<file path="config.mk">
export PLATFORM = sky130hd
export DESIGN_NAME = fetch_stage
export DESIGN_NICKNAME = d
export VERILOG_FILES = /design/src/rtl/riscv_pkg.sv /design/src/rtl/fetch_fifo.sv /design/src/rtl/fetch_stage.sv
export SDC_FILE = /design/constraint.sdc
export NUM_CORES = 1
export LEC_CHECK = 0
export BUFFER_PORTS_ARGS = -buffer_cell sky130_fd_sc_hd__buf_2
export CAP_MARGIN = 10
export CELL_PAD_IN_SITES_DETAIL_PLACEMENT = 1
export CELL_PAD_IN_SITES_GLOBAL_PLACEMENT = 1
export CORE_MARGIN = 4
export CORE_UTILIZATION = 40
export CTS_CLUSTER_DIAMETER = 100
export DETAILED_ROUTE_END_ITERATION = 8
export GPL_TIMING_DRIVEN = 1
export PLACE_DENSITY = 0.79
export SLEW_MARGIN = 20
export SYNTH_ARGS = -nofsm -noshare
export SYNTH_HDL_FRONTEND = slang
export SYNTH_SLANG_ARGS = --single-unit
</file>
<file path="constraint.sdc">
create_clock -name clk -period 19.7 [get_ports clk]
set_clock_uncertainty 0.1 [all_clocks]
set_input_delay 0.985 -clock clk [delete_from_list [all_inputs] [get_ports clk]]
set_output_delay 0.985 -clock clk [all_outputs]
set_load 0.03 [all_outputs]
</file>
<file path="src/rtl/riscv_pkg.sv">
// Shared RV64I pipeline types and constants.
package riscv_pkg;
  localparam int XLEN = 64;
  localparam int ILEN = 32;
  localparam logic [ILEN-1:0] NOP_INSTR = 32'h0000_0013;  // addi x0, x0, 0

  typedef struct packed {
    logic [XLEN-1:0] pc;
    logic [ILEN-1:0] instr;
  } fetch_entry_t;
endpackage

</file>
<file path="src/rtl/fetch_fifo.sv">
// Small synchronous FIFO holding fetched {pc, instr} entries for ID.
// Flush wins over push; push into a full FIFO is accepted only with a same-cycle pop.
module fetch_fifo
  import riscv_pkg::*;
#(
  parameter int  DEPTH = 2,
  parameter type T     = fetch_entry_t,
  localparam int CW    = $clog2(DEPTH + 1)
) (
  input  logic          clk,
  input  logic          rst,
  input  logic          push,
  input  T              push_data,
  input  logic          pop,
  input  logic          flush,
  output T              head,
  output logic [CW-1:0] count,
  output logic          empty,
  output logic          full
);
  localparam int PW = (DEPTH > 1) ? $clog2(DEPTH) : 1;

  T              mem [DEPTH];
  logic [PW-1:0] rd_ptr, wr_ptr;
  logic          do_push, do_pop;

  function automatic logic [PW-1:0] nxt(input logic [PW-1:0] p);
    return (p == PW'(DEPTH - 1)) ? '0 : p + 1'b1;
  endfunction

  assign empty   = (count == '0);
  assign full    = (count == CW'(DEPTH));
  assign do_pop  = pop && !empty && !flush;
  assign do_push = push && (!full || do_pop) && !flush;
  assign head    = mem[rd_ptr];

  // Storage: no reset needed, validity is tracked by count.
  always_ff @(posedge clk) begin
    if (do_push) mem[wr_ptr] <= push_data;
  end

  // Pointer and occupancy bookkeeping; flush empties the FIFO like reset.
  always_ff @(posedge clk) begin
    if (rst || flush) begin
      rd_ptr <= '0;
      wr_ptr <= '0;
      count  <= '0;
    end else begin
      if (do_push) wr_ptr <= nxt(wr_ptr);
      if (do_pop)  rd_ptr <= nxt(rd_ptr);
      count <= count + CW'(do_push) - CW'(do_pop);
    end
  end
endmodule

</file>
<file path="src/rtl/fetch_stage.sv">
// IF stage: owns the PC, issues in-order word fetches, buffers responses for ID and
// drops stale responses after a redirect using an outstanding/discard credit scheme.
module fetch_stage
  import riscv_pkg::*;
#(
  parameter logic [XLEN-1:0] RESET_PC   = '0,
  parameter int              FIFO_DEPTH = 2
) (
  input  logic            clk,
  input  logic            rst,
  output logic            imem_req_valid,
  input  logic            imem_req_ready,
  output logic [XLEN-1:0] imem_req_addr,
  input  logic            imem_rsp_valid,
  input  logic [ILEN-1:0] imem_rsp_data,
  input  logic            redirect_valid,
  input  logic [XLEN-1:0] redirect_pc,
  input  logic            id_ready,
  output logic            if_id_valid,
  output logic [ILEN-1:0] if_id_instr,
  output logic [XLEN-1:0] if_id_pc
);
  localparam int CW = $clog2(FIFO_DEPTH + 1);

  logic [XLEN-1:0] pc, rsp_pc, tgt;
  logic [CW-1:0]   outstanding, discard, fifo_count, out_next;
  logic [CW:0]     inflight, out_sum;
  logic            req_hs, rsp_ret, push, pop, fifo_empty, fifo_full;
  fetch_entry_t    head;
  logic            unused_ok;

  assign tgt       = {redirect_pc[XLEN-1:2], 2'b00};
  assign unused_ok = ^{redirect_pc[1:0], fifo_full};

  // Credit check on registered counts only, so a granted request always has a FIFO slot.
  assign inflight       = {1'b0, outstanding} + {1'b0, fifo_count};
  assign imem_req_valid = !rst && (inflight < (CW+1)'(FIFO_DEPTH));
  assign imem_req_addr  = pc;
  assign req_hs         = imem_req_valid && imem_req_ready;

  // A response always retires one outstanding request; the guard keeps the counter sane
  // if memory ever misbehaves.
  assign rsp_ret  = imem_rsp_valid && (outstanding != '0);
  assign out_sum  = {1'b0, outstanding} + (CW+1)'(req_hs) - (CW+1)'(rsp_ret);
  assign out_next = out_sum[CW-1:0];

  assign push = imem_rsp_valid && (discard == '0) && !redirect_valid;
  assign pop  = if_id_valid && id_ready && !redirect_valid;

  fetch_fifo #(.DEPTH(FIFO_DEPTH), .T(fetch_entry_t)) u_fifo (
    .clk       (clk),
    .rst       (rst),
    .push      (push),
    .push_data ('{pc: rsp_pc, instr: imem_rsp_data}),
    .pop       (pop),
    .flush     (redirect_valid),
    .head      (head),
    .count     (fifo_count),
    .empty     (fifo_empty),
    .full      (fifo_full)
  );

  assign if_id_valid = !fifo_empty;
  assign if_id_instr = fifo_empty ? NOP_INSTR : head.instr;
  assign if_id_pc    = fifo_empty ? '0 : head.pc;

  // PC / response-PC and credit counters; redirect overrides normal bookkeeping and turns
  // everything still in flight (including a request accepted this cycle) into discards.
  always_ff @(posedge clk) begin
    if (rst) begin
      pc          <= RESET_PC;
      rsp_pc      <= RESET_PC;
      outstanding <= '0;
      discard     <= '0;
    end else if (redirect_valid) begin
      pc          <= tgt;
      rsp_pc      <= tgt;
      outstanding <= out_next;
      discard     <= out_next;
    end else begin
      if (req_hs) pc <= pc + 64'd4;
      if (push)   rsp_pc <= rsp_pc + 64'd4;
      outstanding <= out_next;
      if (rsp_ret && discard != '0) discard <= discard - 1'b1;
    end
  end
endmodule

</file>
==> impl_metrics.json, run 1 <==
{
  "design.die.area_sq_um": 40100,
  "ys_top_cells_by_area": "edfxtp_1 (38%), dfxtp_1 (18%), mux2i_1 (6.5%)",
  "drt-initial-drc-count": 824,
  "cp.required_ps": 18610,
  "crit_fanout": 49,
  "gp_congestion": 0.861,
  "drv_cap": 0,
  "p_switching_uw": 458,
  "holdWs_ps": 410,
  "wire_per_inst_um": 22.2,
  "synthCells": 1363,
  "async_reset_ff_share_pct": 0,
  "setup_tns_ps": 0,
  "tritoncts": "done",
  "critPathBufInv": 2,
  "synth_area_sq_um": 14800,
  "syn_avg_cell_area_sq_um": 10.8,
  "critPathLaunchType": "flip-flop",
  "synth_top_cell_by_area": "edfxtp_1",
  "ys_warn_count": 0,
  "rows": 70,
  "p_seq_share_pct": 49.0,
  "leakage_nw": 6.44,
  "nets": 1713,
  "ys.flop_type": "edfxtp_1",
  "vias_per_cell": 5.72,
  "numCtsBuffers": 36,
  "io_pins": 264,
  "yosysTopAreaCellShare_pct": 38.2,
  "yosysUniqueCellTypes": 61,
  "path_clk_slew_ps": 60,
  "synth_edf_count": 188,
  "clock_sinks": 321,
  "die_w_um": 200,
  "setup_viol": 0,
  "post_cts_resize_count": 0,
  "worstSetupPathType": "flip-flop to output port",
  "cts.path.max_buffers": 3,
  "clkLatencyLatePin_ps": 510,
  "placed_area_sq_um": 16500,
  "cts_root_buf": "clkbuf_16",
  "slew-limit-headroom_pct": 29.5,
  "fin_crit_ps": 3970,
  "hold_viol": 0,
  "arrival_ps": 2890,
  "grt_pass1_wl_um": 71400,
  "rsz0062_at_grt": "no",
  "ys_seq_elements": 321,
  "vias": 11998,
  "max_stage_delay_ps": 940,
  "hold_path.class": "flip-flop to flip-flop",
  "grt_overflow_total": 0,
  "core_sq_um": 36500,
  "crit_family": "buffers and inverters",
  "ys_top_cells_by_count": "edfxtp_1 (188), nor2_1 (137), dfxtp_1 (133), mux2i_1 (96), nand2_1 (74)",
  "yosysMostFrequentCell": "edfxtp_1",
  "drive_gt1_share_pct": 20.8,
  "yosysSeqAreaShare_pct": 56.2,
  "swShare_pct": 27.7,
  "grt_usage_pct": 22.2,
  "firstDrtPassIters": 5,
  "fin_crit_sh_pct": 20.2,
  "ant_nets": 0,
  "worstMarginPinSlew_ps": 1060,
  "antenna_found_initial": 2,
  "crit_path_top_delay_cell": "dfxtp_4",
  "max_freq_mhz": 252,
  "portBuffers": 257,
  "dpl.hpwl_um": 33200,
  "p_per_area_nw_per_um2": 94.1,
  "p_clk_share_pct": 37.2,
  "vdd_ir_drop_max_v": 0.0000443,
  "htree_levels": 2,
  "routed_wl_um": 46700,
  "grt_max_degree": 89,
  "crit_chain": "buf_4 > mux2i_1 > nor2_1 > buf_2",
  "cts_hold_buffers": 0,
  "maxSlewViolCount": 0,
  "die_h_um": 200,
  "end_kind": "output port",
  "postCtsSetupBuffers": 0,
  "power_frac_comb_pct": 13.7,
  "postLayoutCellArea_sq_um": 17600,
  "first_global_vias": 12250,
  "p_int_mw": 1.20,
  "route.detailed.drc": 0,
  "outcome": "complete, no violations",
  "area_growth_pct": 19.0,
  "start_util_pct": 40.5
}
[through the flow]
stage          setup WS [ps]  instances  power [mW]  util, %
2_1_floorplan           8260       1366       0.972        -
3_3_place_gp           15720       2031        1.04     45.1
3_5_place_dp           15620       2031        1.05     45.1
4_1_cts                15640       2095        1.67     48.0
5_1_grt                15520       2097        1.72     48.1
6_report               15730       2098        1.65     48.1
[worst register-to-register path, cell delays in order, from the launching register on]
cell,delay [ps]
dfxtp_1,410
and2_1,170
fa_1,450
nor3_4,210
and2_4,250
inv_4,130
nor4_4,910
nand4_1,420
or4b_1,550
and3_1,180
[cells in the final DEF, fill, tap and decap left out, types with 4 or more instances in the layout]
master,instances
a211oi_1,7
a21boi_0,47
a21oi_1,56
a311oi_1,6
a31oi_1,13
and2_1,7
and3_1,17
and4_1,13
buf_2,256
buf_4,12
clkbuf_1,9
clkbuf_16,37
clkinv_1,9
clkinv_2,5
conb_1,4
dfxtp_1,132
edfxtp_1,188
ha_1,7
inv_1,64
mux2i_1,96
nand2_1,74
nand3_1,64
nand4_1,53
nor2_1,136
nor2b_1,5
nor3_1,39
nor3b_1,4
nor4_1,37
o211ai_1,5
o21a_1,19
o21ai_0,16
o21bai_1,7
o31a_1,47
or3_1,16
or4_1,7
xnor2_1,20
xor2_1,44
[per-layer routing]
layer  vias up  track usage (%)  share of wire (%)
met5         -                0              0.028
met2       364             37.3                 48
met3        78             4.26                6.3
met4         2             6.59                2.7
li1       5546                -                  -
met1      6008             29.3                 43
[layout make-up]
cell class,count,area [sq um]
diodes,1,2.50
clock buffers,49,1000
clock inverters,15,66.3
fillers,4064,18900
inverters,66,250
multi-input cells,908,5960
flip-flops and latches,321,8310
well taps,468,586
repair buffers,270,1400
[power groups by stage]
stage	clock network, mW	logic [mW]	registers [mW]
floorplan	0	0.134	0.837
global placement	0	0.220	0.820
detailed placement	0	0.227	0.825
CTS	0.627	0.228	0.811
global route	0.656	0.247	0.817
finish	0.616	0.227	0.811
[worst paths after layout]
check,from,to,slack (ps),depth (start not counted)
setup / recovery,flip-flop,if_id_pc[54],15730,4
hold / removal,imem_req_addr[57],imem_req_addr[57],410,2
setup reg to reg,u_fifo.count[0],imem_req_addr[44],15810,9
hold reg to reg,imem_req_addr[57],imem_req_addr[57],410,2
[state kept, by name, summed over array words and instances, names as in the netlist, named ones only]
name	count
outstanding	2
u_fifo.mem	188
imem_req_addr	62
discard	2
u_fifo.rd_ptr	1
u_fifo.count	2
u_fifo.wr_ptr	1
rsp_pc	62
[cell families after synthesis]
family | Yosys count | share of synthesized area [%]
and+or+nand+nor | 498 | 17.7
DFF | 321 | 56.2
AOI/OAI and AO/OA | 238 | 11.3
buffers and inverters | 137 | 3.65
muxes | 96 | 6.50
xor gates and xnor gates | 64 | 3.79
adders and majority gates | 8 | 0.728
other | 1 | 0.0254
(Power assumes the default switching activity.)
==> run 2, diff against run 1 <==
==> constraint.sdc (replaced) <==
create_clock -name clk -period 3.7 [get_ports clk]
set_clock_uncertainty 0.1 [all_clocks]
set_input_delay 0.185 -clock clk [delete_from_list [all_inputs] [get_ports clk]]
set_output_delay 0.185 -clock clk [all_outputs]
set_load 0.03 [all_outputs]
==> impl_metrics.json, run 2 (synthesis results as in run 1) <==
{
  "outcome": "complete, no violations",
  "p_total_mw": 9.34,
  "hold_viol": 0,
  "maxSlewViolCount": 0,
  "rr_startpoint": "u_fifo.count[0]",
  "design.die.area_sq_um": 40100,
  "max_freq_mhz": 310,
  "worst_slack_ps": 478,
  "grt_usage_pct": 23.3,
  "grt_max_degree": 92,
  "end_kind": "flip-flop",
  "critPathLaunchType": "flip-flop",
  "hold_path.class": "input pin to flip-flop",
  "path_clk_slew_ps": 60,
  "first_global_vias": 12838,
  "diodes": 0,
  "post-place-ws_ps": 480,
  "p_per_area_nw_per_um2": 499,
  "wire_per_inst_um": 22.1,
  "die_w_um": 200,
  "reg2reg_slack_ps": 480,
  "vias": 12294,
  "drt-initial-drc-count": 704,
  "core_sq_um": 36500,
  "clkLatencyLatePin_ps": 530,
  "arrival_ps": 3550,
  "nets": 1808,
  "grt_overflow_total": 0,
  "start_util_pct": 40.5,
  "worstSetupPathType": "flip-flop to flip-flop",
  "final_cell_mix": "buf_2 (256), edfxtp_1 (188), nor2_1 (136), dfxtp_1 (132), mux2i_1 (96)",
  "area_growth_pct": 26.6,
  "htree_levels": 2,
  "clock_sinks": 321,
  "r2r_cells": 9,
  "firstDrtPassIters": 5,
  "io_pins": 264,
  "route.detailed.drc": 0,
  "layout_commonest_cell": "buf_2",
  "portBuffers": 257,
  "dpl.hpwl_um": 33300,
  "top_register": "u_fifo.mem",
  "grt_pass1_wl_um": 75000,
  "vias_per_cell": 5.60,
  "drv_cap": 0,
  "slew-limit-headroom_pct": 31.3,
  "post_cts_resize_count": 0,
  "cts.path.max_buffers": 3,
  "gp_congestion": 0.859,
  "cp.required_ps": 4030,
  "leakage_nw": 6.93,
  "setup_viol": 0,
  "fin_crit_ps": 3220,
  "largest_reg_flops": 188,
  "endpoint": "imem_req_addr[44]",
  "cts_root_buf": "clkbuf_16",
  "die_h_um": 200,
  "ant_nets": 0,
  "rsz0062_at_grt": "no",
  "rows": 70,
  "placed_area_sq_um": 16600,
  "tritoncts": "done",
  "vdd_ir_drop_max_v": 0.000317,
  "routed_wl_um": 48500,
  "drive_gt1_share_pct": 21.1,
  "antenna_found_initial": 0,
  "postLayoutCellArea_sq_um": 18700,
  "fin_crit_sh_pct": 87.1,
  "fillers": 3906,
  "worstSetupStartpoint": "u_fifo.count[0]",
  "r2r_end": "imem_req_addr[44]",
  "numCtsBuffers": 37,
  "crit_fanout": 15,
  "worstMarginPinSlew_ps": 1030
}
-- run 2: worst max-delay path: stages, from the launching register on --
cell	delay [ps]
dfxtp_1	410
and2_1	170
fa_1	450
nor3_4	210
and2_4	220
inv_4	100
nor4_4	430
nand4_1	290
or4b_1	550
and3_1	190
-- run 2: cell type report --
type | instances | area [sq um] | share of cell area [%]
clock buffers | 48 | 1050 | 5.62
repair buffers | 364 | 2340 | 12.5
inverters | 66 | 250 | 1.34
well taps | 468 | 586 | 3.13
clock inverters | 20 | 185 | 0.990
multi-input cells | 908 | 5990 | 32.0
flip-flops and latches | 321 | 8310 | 44.4
-- run 2: metal layers --
metal | vias up | GRT usage (%) | share of wire (%)
li1 | 5732 | - | -
met1 | 6092 | 29.8 | 42
met2 | 385 | 39.4 | 48
met3 | 85 | 4.84 | 6.1
met4 | 0 | 8.11 | 3.4
met5 | - | 0 | 0
-- run 2: worst min path at each step --
stage / slack (ps) / cells after the start / start / end
after floorplan: 180 / 0 / imem_rsp_data[0] / u_fifo.mem[0][0]
after global placement: 270 / 1 / imem_rsp_data[6] / u_fifo.mem[1][6]
after detailed placement: 280 / 1 / imem_rsp_data[22] / u_fifo.mem[0][22]
after CTS: 3 / 3 / redirect_pc[5] / rsp_pc[5]
after global routing: 1 / 3 / redirect_pc[5] / rsp_pc[5]
final: 4 / 3 / redirect_pc[5] / rsp_pc[5]
-- run 2: what timing repair did --
item	in CTS	in global routing
hold buffers	84	0
buffers inserted	0	0
endpoints found under the hold margin	160	0
-- run 2: metrics by stage --
step / hold slack (ps) / setup TNS [ps] / util [%] / std cells
after floorplan: 184 / -67210 / - / 1366
after global placement: 274 / 0 / 45.5 / 2043
after detailed placement: 277 / 0 / 45.5 / 2043
after CTS: 2.57 / 0 / 51.2 / 2195
after global routing: 1.22 / 0 / 51.2 / 2195
final: 4.05 / 0 / 51.2 / 2195
-- run 2: power breakdown --
group / leakage, nW / internal, mW / switching, mW
Clock: 0.609 / 2.22 / 1.48
Combinational: 3.47 / 0.455 / 0.858
Sequential: 2.85 / 4.10 / 0.221
Total: 6.93 / 6.78 / 2.56
